**src/rtl/mesi_line_array_pkg.sv**
```systemverilog
// MESI line-state, bus-op and controller-state types plus the snoop transition rule.
// Shared by the line array controller and its interface users.
package mesi_pkg;

    typedef enum logic [1:0] {
        I = 2'b00,
        S = 2'b01,
        E = 2'b10,
        M = 2'b11
    } mesi_state_t;

    typedef enum logic [1:0] {
        BUS_RD   = 2'b00,
        BUS_RDX  = 2'b01,
        BUS_UPGR = 2'b10
    } bus_op_t;

    typedef enum logic [0:0] {
        IDLE     = 1'b0,
        BUS_WAIT = 1'b1
    } ctrl_state_t;

    typedef struct packed {
        mesi_state_t next;
        logic        flush;
        logic        err;
    } snoop_res_t;

    // An upgrade seen while we hold E or M means another agent believed it had S.
    function automatic snoop_res_t mesi_snoop_next(input mesi_state_t state, input logic [1:0] op);
        snoop_res_t r;
        r.next  = state;
        r.flush = 1'b0;
        r.err   = 1'b0;
        case (op)
            BUS_RD: begin
                if (state == M || state == E) r.next = S;
                r.flush = (state == M);
            end
            BUS_RDX: begin
                r.next  = I;
                r.flush = (state == M);
            end
            BUS_UPGR: begin
                r.next  = I;
                r.flush = (state == M);
                r.err   = (state == E) || (state == M);
            end
            default: r.err = 1'b1;
        endcase
        return r;
    endfunction

endpackage

```
**src/rtl/mesi_line_array_if.sv**
```systemverilog
// Processor request, own bus transaction and snoop signals of the MESI line array.
// slave = the controller, master = the surrounding processor/bus environment.
interface mesi_line_array_if #(
    parameter int IDX_W = 3
) ();
    logic             cpu_req_valid;
    logic             cpu_req_write;
    logic [IDX_W-1:0] cpu_req_idx;
    logic             cpu_req_ready;
    logic             cpu_resp_valid;
    logic             bus_req_valid;
    logic [1:0]       bus_req_op;
    logic [IDX_W-1:0] bus_req_idx;
    logic             bus_grant;
    logic             bus_shared;
    logic             snoop_valid;
    logic [1:0]       snoop_op;
    logic [IDX_W-1:0] snoop_idx;
    logic             snoop_hit;
    logic             snoop_flush;
    logic             protocol_err;

    modport slave (
        input  cpu_req_valid, cpu_req_write, cpu_req_idx, bus_grant, bus_shared,
               snoop_valid, snoop_op, snoop_idx,
        output cpu_req_ready, cpu_resp_valid, bus_req_valid, bus_req_op, bus_req_idx,
               snoop_hit, snoop_flush, protocol_err
    );

    modport master (
        output cpu_req_valid, cpu_req_write, cpu_req_idx, bus_grant, bus_shared,
               snoop_valid, snoop_op, snoop_idx,
        input  cpu_req_ready, cpu_resp_valid, bus_req_valid, bus_req_op, bus_req_idx,
               snoop_hit, snoop_flush, protocol_err
    );
endinterface

```
**src/rtl/mesi_line_array.sv**
```systemverilog
// MESI coherence controller for NUM_LINES direct-indexed lines with an own-bus-request FSM.
// Latency: hits and grants respond next cycle, snoop results next cycle.
// Backpressure: cpu_req_ready drops during snoops and while a bus transaction is outstanding.
module mesi_line_array
    import mesi_pkg::*;
#(
    parameter int NUM_LINES = 8,
    parameter int IDX_W     = $clog2(NUM_LINES)
) (
    input  logic             clk,
    input  logic             reset,
    mesi_line_array_if.slave ifc,
    input  logic [IDX_W-1:0] dbg_idx,
    output logic [1:0]       dbg_state
);

    localparam logic [0:0] ST_IDLE     = IDLE;
    localparam logic [0:0] ST_BUS_WAIT = BUS_WAIT;

    mesi_state_t      lines [NUM_LINES];
    logic [0:0]       ctrl;
    logic             req_vld;
    bus_op_t          req_op;
    logic [IDX_W-1:0] req_idx;
    logic             resp_vld;
    logic             hit_q;
    logic             flush_q;
    logic             err_q;

    mesi_state_t cpu_line;
    mesi_state_t snoop_line;
    mesi_state_t grant_state;
    snoop_res_t  snp;
    logic        accept;
    logic        grant;
    logic        overlap;
    logic        snoop_apply;

    always_comb begin
        cpu_line    = lines[ifc.cpu_req_idx];
        snoop_line  = lines[ifc.snoop_idx];
        snp         = mesi_snoop_next(snoop_line, ifc.snoop_op);
        accept      = ifc.cpu_req_valid && (ctrl == ST_IDLE) && !ifc.snoop_valid;
        grant       = (ctrl == ST_BUS_WAIT) && ifc.bus_grant;
        // A snoop on our own line in the grant cycle cannot be ordered; the grant wins.
        overlap     = grant && ifc.snoop_valid && (ifc.snoop_idx == req_idx);
        snoop_apply = ifc.snoop_valid && !overlap;
        grant_state = (req_op == BUS_RD) ? (ifc.bus_shared ? S : E) : M;
    end

    always_ff @(posedge clk) begin
        if (reset) begin
            for (int k = 0; k < NUM_LINES; k++) lines[k] <= I;
            ctrl     <= ST_IDLE;
            req_vld  <= 1'b0;
            req_op   <= BUS_RD;
            req_idx  <= '0;
            resp_vld <= 1'b0;
            hit_q    <= 1'b0;
            flush_q  <= 1'b0;
            err_q    <= 1'b0;
        end else begin
            resp_vld <= 1'b0;
            hit_q    <= snoop_apply && (snoop_line != I);
            flush_q  <= snoop_apply && snp.flush;
            if (overlap || (snoop_apply && snp.err)) err_q <= 1'b1;
            if (snoop_apply) lines[ifc.snoop_idx] <= snp.next;

            case (ctrl)
                ST_IDLE: begin
                    if (accept) begin
                        if (cpu_line != I && !(ifc.cpu_req_write && cpu_line == S)) begin
                            if (ifc.cpu_req_write) lines[ifc.cpu_req_idx] <= M;
                            resp_vld <= 1'b1;
                        end else begin
                            req_vld <= 1'b1;
                            req_idx <= ifc.cpu_req_idx;
                            req_op  <= !ifc.cpu_req_write ? BUS_RD :
                                       (cpu_line == S) ? BUS_UPGR : BUS_RDX;
                            ctrl    <= ST_BUS_WAIT;
                        end
                    end
                end
                default: begin
                    if (grant) begin
                        lines[req_idx] <= grant_state;
                        resp_vld       <= 1'b1;
                        req_vld        <= 1'b0;
                        ctrl           <= ST_IDLE;
                    end else if (snoop_apply && ifc.snoop_idx == req_idx &&
                                 req_op == BUS_UPGR && snp.next == I) begin
                        // Our S copy was invalidated, so the upgrade must now fetch data.
                        req_op <= BUS_RDX;
                    end
                end
            endcase
        end
    end

    assign ifc.cpu_req_ready  = (ctrl == ST_IDLE) && !ifc.snoop_valid;
    assign ifc.cpu_resp_valid = resp_vld;
    assign ifc.bus_req_valid  = req_vld;
    assign ifc.bus_req_op     = req_op;
    assign ifc.bus_req_idx    = req_idx;
    assign ifc.snoop_hit      = hit_q;
    assign ifc.snoop_flush    = flush_q;
    assign ifc.protocol_err   = err_q;
    assign dbg_state          = lines[dbg_idx];

endmodule

```
**src/flat_wrapper.sv**
```systemverilog
// flat-port wrapper written by rule: the top's interface ports become plain ports
module mesi_line_array_flat import mesi_pkg::*;
#(
    parameter int NUM_LINES = 8,
    parameter int IDX_W     = $clog2(NUM_LINES)
)
  (clk, reset, dbg_idx, dbg_state, ifc_cpu_req_valid, ifc_cpu_req_write, ifc_cpu_req_idx, ifc_bus_grant, ifc_bus_shared, ifc_snoop_valid, ifc_snoop_op, ifc_snoop_idx, ifc_cpu_req_ready, ifc_cpu_resp_valid, ifc_bus_req_valid, ifc_bus_req_op, ifc_bus_req_idx, ifc_snoop_hit, ifc_snoop_flush, ifc_protocol_err);
  mesi_line_array_if #(.IDX_W(IDX_W)) ifc_i ();
  input  logic clk;
  input  logic reset;
  input  logic [IDX_W-1:0] dbg_idx;
  output logic [1:0] dbg_state;
  input wire logic [$bits(ifc_i.cpu_req_valid)-1:0] ifc_cpu_req_valid;
  input wire logic [$bits(ifc_i.cpu_req_write)-1:0] ifc_cpu_req_write;
  input wire logic [$bits(ifc_i.cpu_req_idx)-1:0] ifc_cpu_req_idx;
  input wire logic [$bits(ifc_i.bus_grant)-1:0] ifc_bus_grant;
  input wire logic [$bits(ifc_i.bus_shared)-1:0] ifc_bus_shared;
  input wire logic [$bits(ifc_i.snoop_valid)-1:0] ifc_snoop_valid;
  input wire logic [$bits(ifc_i.snoop_op)-1:0] ifc_snoop_op;
  input wire logic [$bits(ifc_i.snoop_idx)-1:0] ifc_snoop_idx;
  output wire logic [$bits(ifc_i.cpu_req_ready)-1:0] ifc_cpu_req_ready;
  output wire logic [$bits(ifc_i.cpu_resp_valid)-1:0] ifc_cpu_resp_valid;
  output wire logic [$bits(ifc_i.bus_req_valid)-1:0] ifc_bus_req_valid;
  output wire logic [$bits(ifc_i.bus_req_op)-1:0] ifc_bus_req_op;
  output wire logic [$bits(ifc_i.bus_req_idx)-1:0] ifc_bus_req_idx;
  output wire logic [$bits(ifc_i.snoop_hit)-1:0] ifc_snoop_hit;
  output wire logic [$bits(ifc_i.snoop_flush)-1:0] ifc_snoop_flush;
  output wire logic [$bits(ifc_i.protocol_err)-1:0] ifc_protocol_err;
  assign ifc_i.cpu_req_valid = ifc_cpu_req_valid;
  assign ifc_i.cpu_req_write = ifc_cpu_req_write;
  assign ifc_i.cpu_req_idx = ifc_cpu_req_idx;
  assign ifc_i.bus_grant = ifc_bus_grant;
  assign ifc_i.bus_shared = ifc_bus_shared;
  assign ifc_i.snoop_valid = ifc_snoop_valid;
  assign ifc_i.snoop_op = ifc_snoop_op;
  assign ifc_i.snoop_idx = ifc_snoop_idx;
  assign ifc_cpu_req_ready = ifc_i.cpu_req_ready;
  assign ifc_cpu_resp_valid = ifc_i.cpu_resp_valid;
  assign ifc_bus_req_valid = ifc_i.bus_req_valid;
  assign ifc_bus_req_op = ifc_i.bus_req_op;
  assign ifc_bus_req_idx = ifc_i.bus_req_idx;
  assign ifc_snoop_hit = ifc_i.snoop_hit;
  assign ifc_snoop_flush = ifc_i.snoop_flush;
  assign ifc_protocol_err = ifc_i.protocol_err;
  mesi_line_array #(.NUM_LINES(NUM_LINES), .IDX_W(IDX_W)) u_core (.clk(clk), .reset(reset), .ifc(ifc_i), .dbg_idx(dbg_idx), .dbg_state(dbg_state));
endmodule
```
**config.mk**
```make
export PLATFORM = sky130hd
export DESIGN_NAME = mesi_line_array_flat
export DESIGN_NICKNAME = d
export VERILOG_FILES = /design/src/rtl/mesi_line_array_pkg.sv /design/src/rtl/mesi_line_array_if.sv /design/src/rtl/mesi_line_array.sv /design/src/flat_wrapper.sv
export SDC_FILE = /design/constraint.sdc
export NUM_CORES = 1
export LEC_CHECK = 0
export ABC_AREA = 1
export CAP_MARGIN = 20
export CORE_AREA = 4 4 68 70
export CTS_CLUSTER_DIAMETER = 50
export DETAILED_ROUTE_END_ITERATION = 16
export DIE_AREA = 0 0 72 74
export PLACE_DENSITY = 0.8
export SLEW_MARGIN = 25
export SYNTH_ARGS = -nofsm -noshare
export SYNTH_HDL_FRONTEND = slang
export SYNTH_SLANG_ARGS = --single-unit
```
**constraint.sdc**
```tcl
create_clock -name clk -period 2.36 [get_ports clk]
set_input_delay 0.236 -clock clk [delete_from_list [all_inputs] [get_ports clk]]
set_output_delay 0.236 -clock clk [all_outputs]
set_load 0.02 [all_outputs]
```
### Word level (Yosys, flattened, before mapping)

Memory sizes are Yosys's and may differ from the RTL's.
Index checks and enable logic that the tools add are counted.

* equality and inequality tests: 11
* multiplexer cells: 47
* bitwise logic cells: 2
* reduce and logical (&&, ||, !) cells: 34

Operators by type and width (count)
* 1-bit two-way mux: 29
* 2-bit two-way mux: 13
* 1-bit logical AND: 15
* 2-bit OR reduction: 5
* 3-bit two-way mux: 3
* 2-bit == test (second input constant): 4
* 2-bit zero test: 3
* 2-bit inequality test (second input constant): 3
* 3-bit one-hot mux with 2 select lines: 1
* 3-bit AND reduction: 2
* 2-bit nonzero test: 3
* 2-bit by 1-bit == test with 1-bit output (second input constant): 2
* 4-bit AND reduction: 1
* 3-bit == test: 1
* 1-bit zero test: 3
* 1-bit logical OR: 2
* 2-bit by 1-bit inequality test with 1-bit output (second input constant): 1
* 1-bit NOT: 2
* 1-bit one-hot mux with 2 select lines: 1

* register bits: 11
* RAM bits: 16
* input bits: 18
* output and inout bits: 13
* word-level logic and storage cells: 103
* memories kept: 1

Memory list
* u_core.lines: depth 8, bits a word 2, read ports 3, clocked after Yosys merged registers in 0, wr ports 8, RTL line mesi_line_array.sv:20 `mesi_state_t lines [NUM_LINES];`

### Logic depth before layout (Yosys ltp)

Gate-level depths: netlist of run 1.
An unclocked memory read counts as a cell.

* depth in word-level cells: 12
* mapped depth: 15
* depth with buffers taken out: 14

### Least setup slack after synthesis of run 1

No wires, ideal clock.

* path kind: flip-flop to flip-flop
* start point: register u_core.ctrl
* end point: memory u_core.lines[1][0] in the netlist's numbering, enable pin
* setup time: 0.297 ns
* data arrival time: 1.648 ns
* data required time: 2.063 ns
* path slack: 0.416 ns
* stages on the path, launching flop included: 11
* buffers on the path: 1
* period minus slack after synthesis: 1.944 ns
* cell sequence: dfxtp_1 nor2_1 nand2_1 inv_1 nand3_4 nand2_1 nand2_1 nor2_2 buf_4 nand2_1 nand2_1

RTL lines
* from (decl): RTL line mesi_line_array.sv:21 `logic [0:0] ctrl;`
* from (signal assigned): RTL line mesi_line_array.sv:54 `ctrl <= ST_IDLE;`
* from (signal assigned): RTL line mesi_line_array.sv:80 `ctrl <= ST_BUS_WAIT;`
* from (signal assigned): RTL line mesi_line_array.sv:89 `ctrl <= ST_IDLE;`
* to (decl): RTL line mesi_line_array.sv:20

### Worst setup path after layout of run 1

* start point: input dbg_idx[0]
* end point: output dbg_state[0]

* word-level cells in the longest chain between the ends: 1

Ends and longest elaborated chain
* from (decl): RTL line flat_wrapper.sv:11 `input logic [IDX_W-1:0] dbg_idx;`
* memory 8 x 2 bit
* to (decl): RTL line flat_wrapper.sv:12 `output logic [1:0] dbg_state;`

Every way passes these cells.

==> results of run 1 <==
power by group:
| group | internal [uW] | switching [uW] |
|---|---|---|
| Combinational | 142 | 209 |
| Sequential | 523 | 18.1 |
| Clock | 119 | 158 |
| Total | 783 | 385 |
placed cells by master (no fill, tap or decap), types with 2 or more instances in the layout:
cell type and n:
nand2_1 122, inv_1 43, nand3_1 40, clkdlybuf4s50_1 30, nor2_1 29, buf_4 21
a21oi_1 19, edfxtp_1 16, o21ai_0 14, dfxtp_1 11, nor2_2 6, o211ai_1 5
ha_1 4, xnor2_1 3, nand4_1 3, a31oi_1 3, clkbuf_8 3, nand3_2 2
nor2_4 2
Yosys cell counts (all sizes together) (3+ instances only):
library cell  count
ha                4
clkbuf            3
o211ai            5
inv              44
nand4             3
edfxtp           16
buf               7
dfxtp            11
nor2             37
nand2           123
a31oi             3
o21ai            15
a21oi            19
nand3            43
xnor2             3
final timing paths:
| path | from | to | cells past startpoint |
|---|---|---|---|
| setup / recovery | dbg_idx[0] | dbg_state[0] | 7 |
| hold / removal | u_core.ifc.bus_req_valid$_SDFFE_PP0P_ | u_core.ifc.bus_req_valid$_SDFFE_PP0P_ | 2 |
| setup reg to reg | u_core.lines[1][1]$_DFFE_PP_ | u_core.lines[6][1]$_DFFE_PP_ | 12 |
| hold reg to reg | u_core.ifc.bus_req_valid$_SDFFE_PP0P_ | u_core.ifc.bus_req_valid$_SDFFE_PP0P_ | 2 |
state kept, by name (all words and copies together) (netlist names):
register and flops:
u_core.ctrl 1, u_core.ifc.bus_req_idx 3, u_core.ifc.bus_req_op 2, u_core.ifc.bus_req_valid 1
u_core.ifc.cpu_resp_valid 1, u_core.ifc.protocol_err 1, u_core.ifc.snoop_flush 1, u_core.ifc.snoop_hit 1
u_core.lines 16
through the flow:
| stage | cells | hold slack (ns) | setup TNS (ns) | setup WS, ns |
|---|---|---|---|---|
| finish | 436 | 0.477 | 0 | 0.188 |
| floorplan | 340 | 0.417 | 0 | 0.416 |
| detailed placement | 432 | 0.460 | -0.151 | -0.0296 |
| global route | 436 | 0.516 | 0 | 0.0741 |
| CTS | 436 | 0.478 | 0 | 0.208 |
| global placement | 432 | 0.459 | -0.0170 | -0.00850 |
worst max-delay path, cell delays in order:
cell	delay, ns
clkdlybuf4s50_1	0.48
buf_4	0.16
o21ai_0	0.07
o21ai_0	0.15
a21oi_1	0.06
a31oi_1	0.16
clkdlybuf4s50_1	0.62
final cells by class:
cell class                      count  area (um^2)  area share, %
Tap cell                           50         62.6           2.33
Clock buffer                        3         41.3           1.54
Timing Repair Buffer               52          478           17.8
Clock inverter                      1         5.00          0.187
Sequential cell                    27          701           26.1
Inverter                           44          165           6.16
Multi-Input combinational cell    259         1230           45.8
routing by layer:
layer	routed length [um]	vias up
met4	110	0
met1	2600	1035
met5	0	-
met3	492	9
met2	2670	105
li1	-	1188
kinds of logic (layout without fill, tap and decap cells):
family | count (synthesis) | in the layout | share of synthesized area [%]
DFF | 27 | 27 | 32.7
and+or+nand+nor | 209 | 209 | 42.6
xor gates and xnor gates | 3 | 3 | 1.22
adders and majority gates | 4 | 4 | 2.33
AOI/OAI and AO/OA | 43 | 43 | 11.1
buffers and inverters | 54 | 100 | 10.1
==> run summary, run 1 <==
Rel. slew slack -> 76.2%
F_max -> 460 MHz
Share of the synthesized area in the top cell type -> 22.4%
Initial antenna violation count -> 0
Final hold vios -> 0
DIE AREA -> 5330 um^2
First-pass GRT wire length -> 9760 um
Power per cell area -> 436 nW/um^2
WL/cell -> 13.5 um
DRT iter0 DRCs -> 260
Largest net degree at the start of global routing -> 16
Leak Pwr -> 0.00128 uW
Final min period -> 2.17 ns
Row cnt -> 23
Met1 Usage GRT -> 32.5%
Share of layout cells above drive strength 1 -> 10.4%
Syn_nets -> 362
Clock Latency Late Sink -> 0.28 ns
Post-CTS Resized -> 0
HP Class -> flip-flop to flip-flop
Worst R2R Setup Slack -> 0.32 ns
EDFF count, synth -> 16
Total Power Consumption -> 1170 uW
Die Width -> 72 um
Synth area leaders -> edfxtp_1 22%, nand2_1 21%, dfxtp_1 10%, nand3_1 9.3%, inv_1 7.5%
Post-Syn Instances -> 340
Pins Over Slew Limit -> 0
CTS tree -> built
Status -> completed
Remaining DRCs -> 0
Yosys reg bits -> 27
Routed vias -> 2,337
Total GRT Usage -> 23.4%
CTS buffer count -> 3
GRT busiest layer -> met2
Clock Path Buffers -> 2
Area growth syn-to-layout -> 25.0%
Clk sink count -> 27
Synthesized cell area -> 2150 um^2
Tcrit/Tclk final -> 92.0%
Diode count -> 0
Hold buffer count at cts -> 0
Via density -> 5.36
CP Launch Type -> input port
Worst-margin pin slew -> 0.356 ns
Avg Inst Size Synth -> 6.31 um^2
First drt pass iteration count -> 5
I/O pin cnt -> 31
Final Util -> 67.5%
Grt met2 use -> 38.2%
Post-route cell area -> 2680 um^2
Number of distinct library cells after synthesis -> 27
Worst setup path category -> input port to output pin
Max H-tree Level -> 1
Port Buffers -> 30
Met3 Use GR -> 2.03%
Post-synth ARST share -> 0%
Yosys warns -> 0
Starting Density -> 54.0%
Worst setup EP type -> output pin
Die Height -> 74 um
Max_cap viols -> 0
Synth Flop Type -> edfxtp_1
CTS root buf -> clkbuf_8
Setup-failing EPs final -> 0
Crit Path Max Fanout -> 10
# nets final -> 409
HPWL Detailed -> 4610 um
CP required -> 2.12 ns
RSZ-0062 raised after global routing -> no
Critical Path AT -> 1.94 ns
Sequential-to-total area share from yosys stat -> 32.7%
Worst clock skew -> 0.00576 ns
Vias in the first global route -> 2,138
Worst vdd ir -> 0.299 mV
Post-CTS Setup Repair Bufs -> 0
Placed instance area -> 2640 um^2
Post-Route WL -> 5870 um
Total global routing overflow -> 0
Largest area contributor in the netlist -> edfxtp_1
Gpl congestion -> 0.904
Number of fill cells in the layout -> 357
Clk pin slew, worst setup/hold paths -> 0.10 ns
DRT antenna net count -> 0
Core area -> 3970 um^2
No activity file was read; power rests on OpenSTA's default activity.
==> run 2, diff against run 1 <==
--- a/config.mk
+++ b/config.mk
@@ -11,6 +11,7 @@
 export CTS_CLUSTER_DIAMETER = 50
 export DETAILED_ROUTE_END_ITERATION = 16
 export DIE_AREA = 0 0 72 74
+export GPL_TIMING_DRIVEN = 0
 export PLACE_DENSITY = 0.8
 export SLEW_MARGIN = 25
 export SYNTH_ARGS = -nofsm -noshare
==> run 2 against run 1 <==
  * Combinational power down 8.6%
  * Via count down 1.9%
  * Clock power about the same
  * Worst hold slack worse by 0.092 ns
  * Final area down 5.7%
  * Critical endpoint is now u_core.lines[3][1]$_DFFE_PP_
==> run summary, run 2 (synthesized netlist as in run 1, its figures left out) <==
Status -> completed (unchanged)
DIE AREA -> 5330 um^2 (unchanged)
Crit Path Max Fanout -> 10 (unchanged)
Die Width -> 72 um (unchanged)
Hold buffer count at cts -> 0 (unchanged)
Row cnt -> 23 (unchanged)
Internal power -> 760 uW (was 783 uW)
HP Class -> input port to flip-flop (was flip-flop to flip-flop)
Clk pin slew, worst setup/hold paths -> 0.10 ns (about the same)
CTS buffer count -> 3 (unchanged)
CTS tree -> built (unchanged)
Combinational fraction of design power -> 28.1% (was 30.0%)
First-pass GRT wire length -> 9220 um (was 9760 um)
RSZ-0062 raised after global routing -> no (unchanged)
First drt pass iteration count -> 5 (unchanged)
WL/cell -> 13.0 um (was 13.5 um)
Rel. slew slack -> 62.8% (was 76.2%)
Final hold vios -> 0 (unchanged)
Sw Pwr -> 377 uW (was 385 uW)
CP required -> 2.36 ns (was 2.12 ns)
Port Buffers -> 27 (was 30)
Post-CTS Setup Repair Bufs -> 0 (unchanged)
Sw frac -> 33.1% (was 32.9%)
Most frequent cells in the layout -> 122 x nand2_1, 43 x inv_1, 40 x nand3_1 (unchanged)
Worst clock skew -> 0.00807 ns (was 0.00576 ns)
Diode count -> 0 (unchanged)
Starting Density -> 54.0% (unchanged)
Total Power Consumption -> 1140 uW (was 1170 uW)
Area growth syn-to-layout -> 17.8% (was 25.0%)
Remaining DRCs -> 0 (unchanged)
DRT iter0 DRCs -> 281 (was 260)
DRT antenna net count -> 0 (unchanged)
Max reg flops -> 16 (unchanged)
Max_cap viols -> 0 (unchanged)
Clock Latency Late Sink -> 0.28 ns (about the same)
Worst setup EP type -> flip-flop (was output pin)
Setup-failing EPs final -> 0 (unchanged)
Final min period -> 2.19 ns (was 2.17 ns)
Leak Pwr -> 0.00120 uW (was 0.00128 uW)
Tcrit/Tclk final -> 92.7% (was 92.0%)
Setup_tns -> 0 ns (unchanged)
Clk sink count -> 27 (unchanged)
Worst vdd ir -> 0.305 mV (was 0.299 mV)
Routed vias -> 2,293 (was 2,337)
Initial antenna violation count -> 0 (unchanged)
Largest net degree at the start of global routing -> 16 (unchanged)
Largest Register -> u_core.lines (unchanged)
Clock Path Buffers -> 2 (unchanged)
Die Height -> 74 um (unchanged)
Clock power share -> 24.2% (was 23.7%)
Power per cell area -> 449 nW/um^2 (was 436 nW/um^2)
HPWL Detailed -> 4290 um (was 4610 um)
Post-Route WL -> 5470 um (was 5870 um)
# nets final -> 394 (was 409)
Gpl congestion -> 0.911 (was 0.904)
Total GRT Usage -> 21.8% (was 23.4%)
Number of fill cells in the layout -> 369 (was 357)
I/O pin cnt -> 31 (unchanged)
Critical Path AT -> 2.19 ns (was 1.94 ns)
Flop pwr share -> 47.6% (was 46.3%)
CP Launch Type -> input port (unchanged)
Total global routing overflow -> 0 (unchanged)
Max H-tree Level -> 1 (unchanged)
Via density -> 5.45 (was 5.36)
Pins Over Slew Limit -> 0 (unchanged)
Worst-margin pin slew -> 0.558 ns (was 0.356 ns)
Vias in the first global route -> 2,064 (was 2,138)
CTS root buf -> clkbuf_8 (unchanged)
F_max -> 457 MHz (was 460 MHz)
Share of layout cells above drive strength 1 -> 7.01% (was 10.4%)
Commonest non-fill, non-tap cell in the layout -> nand2_1 (unchanged)
Core area -> 3970 um^2 (unchanged)
Worst setup path category -> input port to flip-flop (was input port to output pin)
## run 2: cell count changes in the layout (fill, tap and decap cells not counted), sizes merged
cell | previous run | this run
buf | 22 | 7
clkbuf | 3 | 6
dlymetal6s2s | 0 | 1
clkdlybuf4s50 | 30 | 26
## run 2: layer usage
layer  vias up  global-route usage, %  share of wire, %
met4         0                   8.77               2.2
met3        14                   3.65               9.9
met5         -                      0                 0
met2       124                   34.2                44
li1       1157                      -                 -
met1       998                   30.1                44
## run 2: critical path, stage by stage
cell,delay (ns)
clkdlybuf4s50_1,0.59
inv_2,0.10
nand2_1,0.07
nand3_1,0.08
nand3_2,0.12
nand2_4,0.09
nor2_4,0.10
nand3_4,0.11
nand2_1,0.08
nand2_1,0.06
nor2_2,0.18
buf_4,0.21
nand2_1,0.07
nand2_1,0.11
## run 2: through the flow
step / setup WS [ns] / instance area, um^2 / utilization, % / std cells / hold WS [ns]
after floorplan: 0.416 / 2150 / - / 340 / 0.417
after global placement: -0.0287 / 2480 / 62.4 / 417 / 0.457
after detailed placement: -0.0584 / 2480 / 62.4 / 417 / 0.460
after CTS: 0.0105 / 2520 / 63.6 / 421 / 0.387
after global routing: 0.0788 / 2530 / 63.7 / 421 / 0.417
final: 0.173 / 2530 / 63.7 / 421 / 0.385
## run 2: path summary, 6_finish.rpt
check                                             start                                      to  slack (ns)  depth (start not counted)
hold / removal                       ifc_cpu_req_idx[1]  u_core.ifc.bus_req_idx[1]$_SDFFE_PP0P_        0.38                          3
setup / recovery                     ifc_cpu_req_idx[0]            u_core.lines[3][1]$_DFFE_PP_        0.17                         14
setup reg to reg           u_core.lines[3][1]$_DFFE_PP_            u_core.lines[3][1]$_DFFE_PP_        0.35                         11
hold reg to reg   u_core.ifc.bus_req_valid$_SDFFE_PP0P_   u_core.ifc.bus_req_valid$_SDFFE_PP0P_        0.47                          2
## run 2: layout make-up
type                            count  area [um^2]  share of cell area [%]
Clock inverter                      1         5.00                   0.198
Timing Repair Buffer               27          273                    10.8
Buffer                             10         52.6                    2.08
Sequential cell                    27          701                    27.7
Inverter                           44          165                    6.53
Clock buffer                        3         41.3                    1.63
Multi-Input combinational cell    259         1230                    48.6
Tap cell                           50         62.6                    2.47
## run 2: power by group through the flow
| stage | logic [uW] | clock network, uW | registers [uW] |
|---|---|---|---|
| finish | 320 | 275 | 541 |
| global route | 354 | 304 | 545 |
| CTS | 317 | 277 | 541 |
| detailed placement | 315 | 0 | 552 |
| global placement | 312 | 0 | 551 |
| floorplan | 196 | 0 | 559 |
## run 2: repair_timing
action	in CTS	in global routing
resized for setup	0	3
endpoints found under the hold margin	0	0
setup endpoints to repair	0	2
==> run 3, diff against run 2 <==
--- a/config.mk
+++ b/config.mk
@@ -6,9 +6,8 @@
 export NUM_CORES = 1
 export LEC_CHECK = 0
 export ABC_AREA = 1
-export CAP_MARGIN = 20
 export CORE_AREA = 4 4 68 70
-export CTS_CLUSTER_DIAMETER = 50
+export CTS_CLUSTER_DIAMETER = 40
 export DETAILED_ROUTE_END_ITERATION = 16
 export DIE_AREA = 0 0 72 74
 export GPL_TIMING_DRIVEN = 0
==> results of run 3 <==
Same layout as run 2: the final DEF is identical, and so are final timing and power.
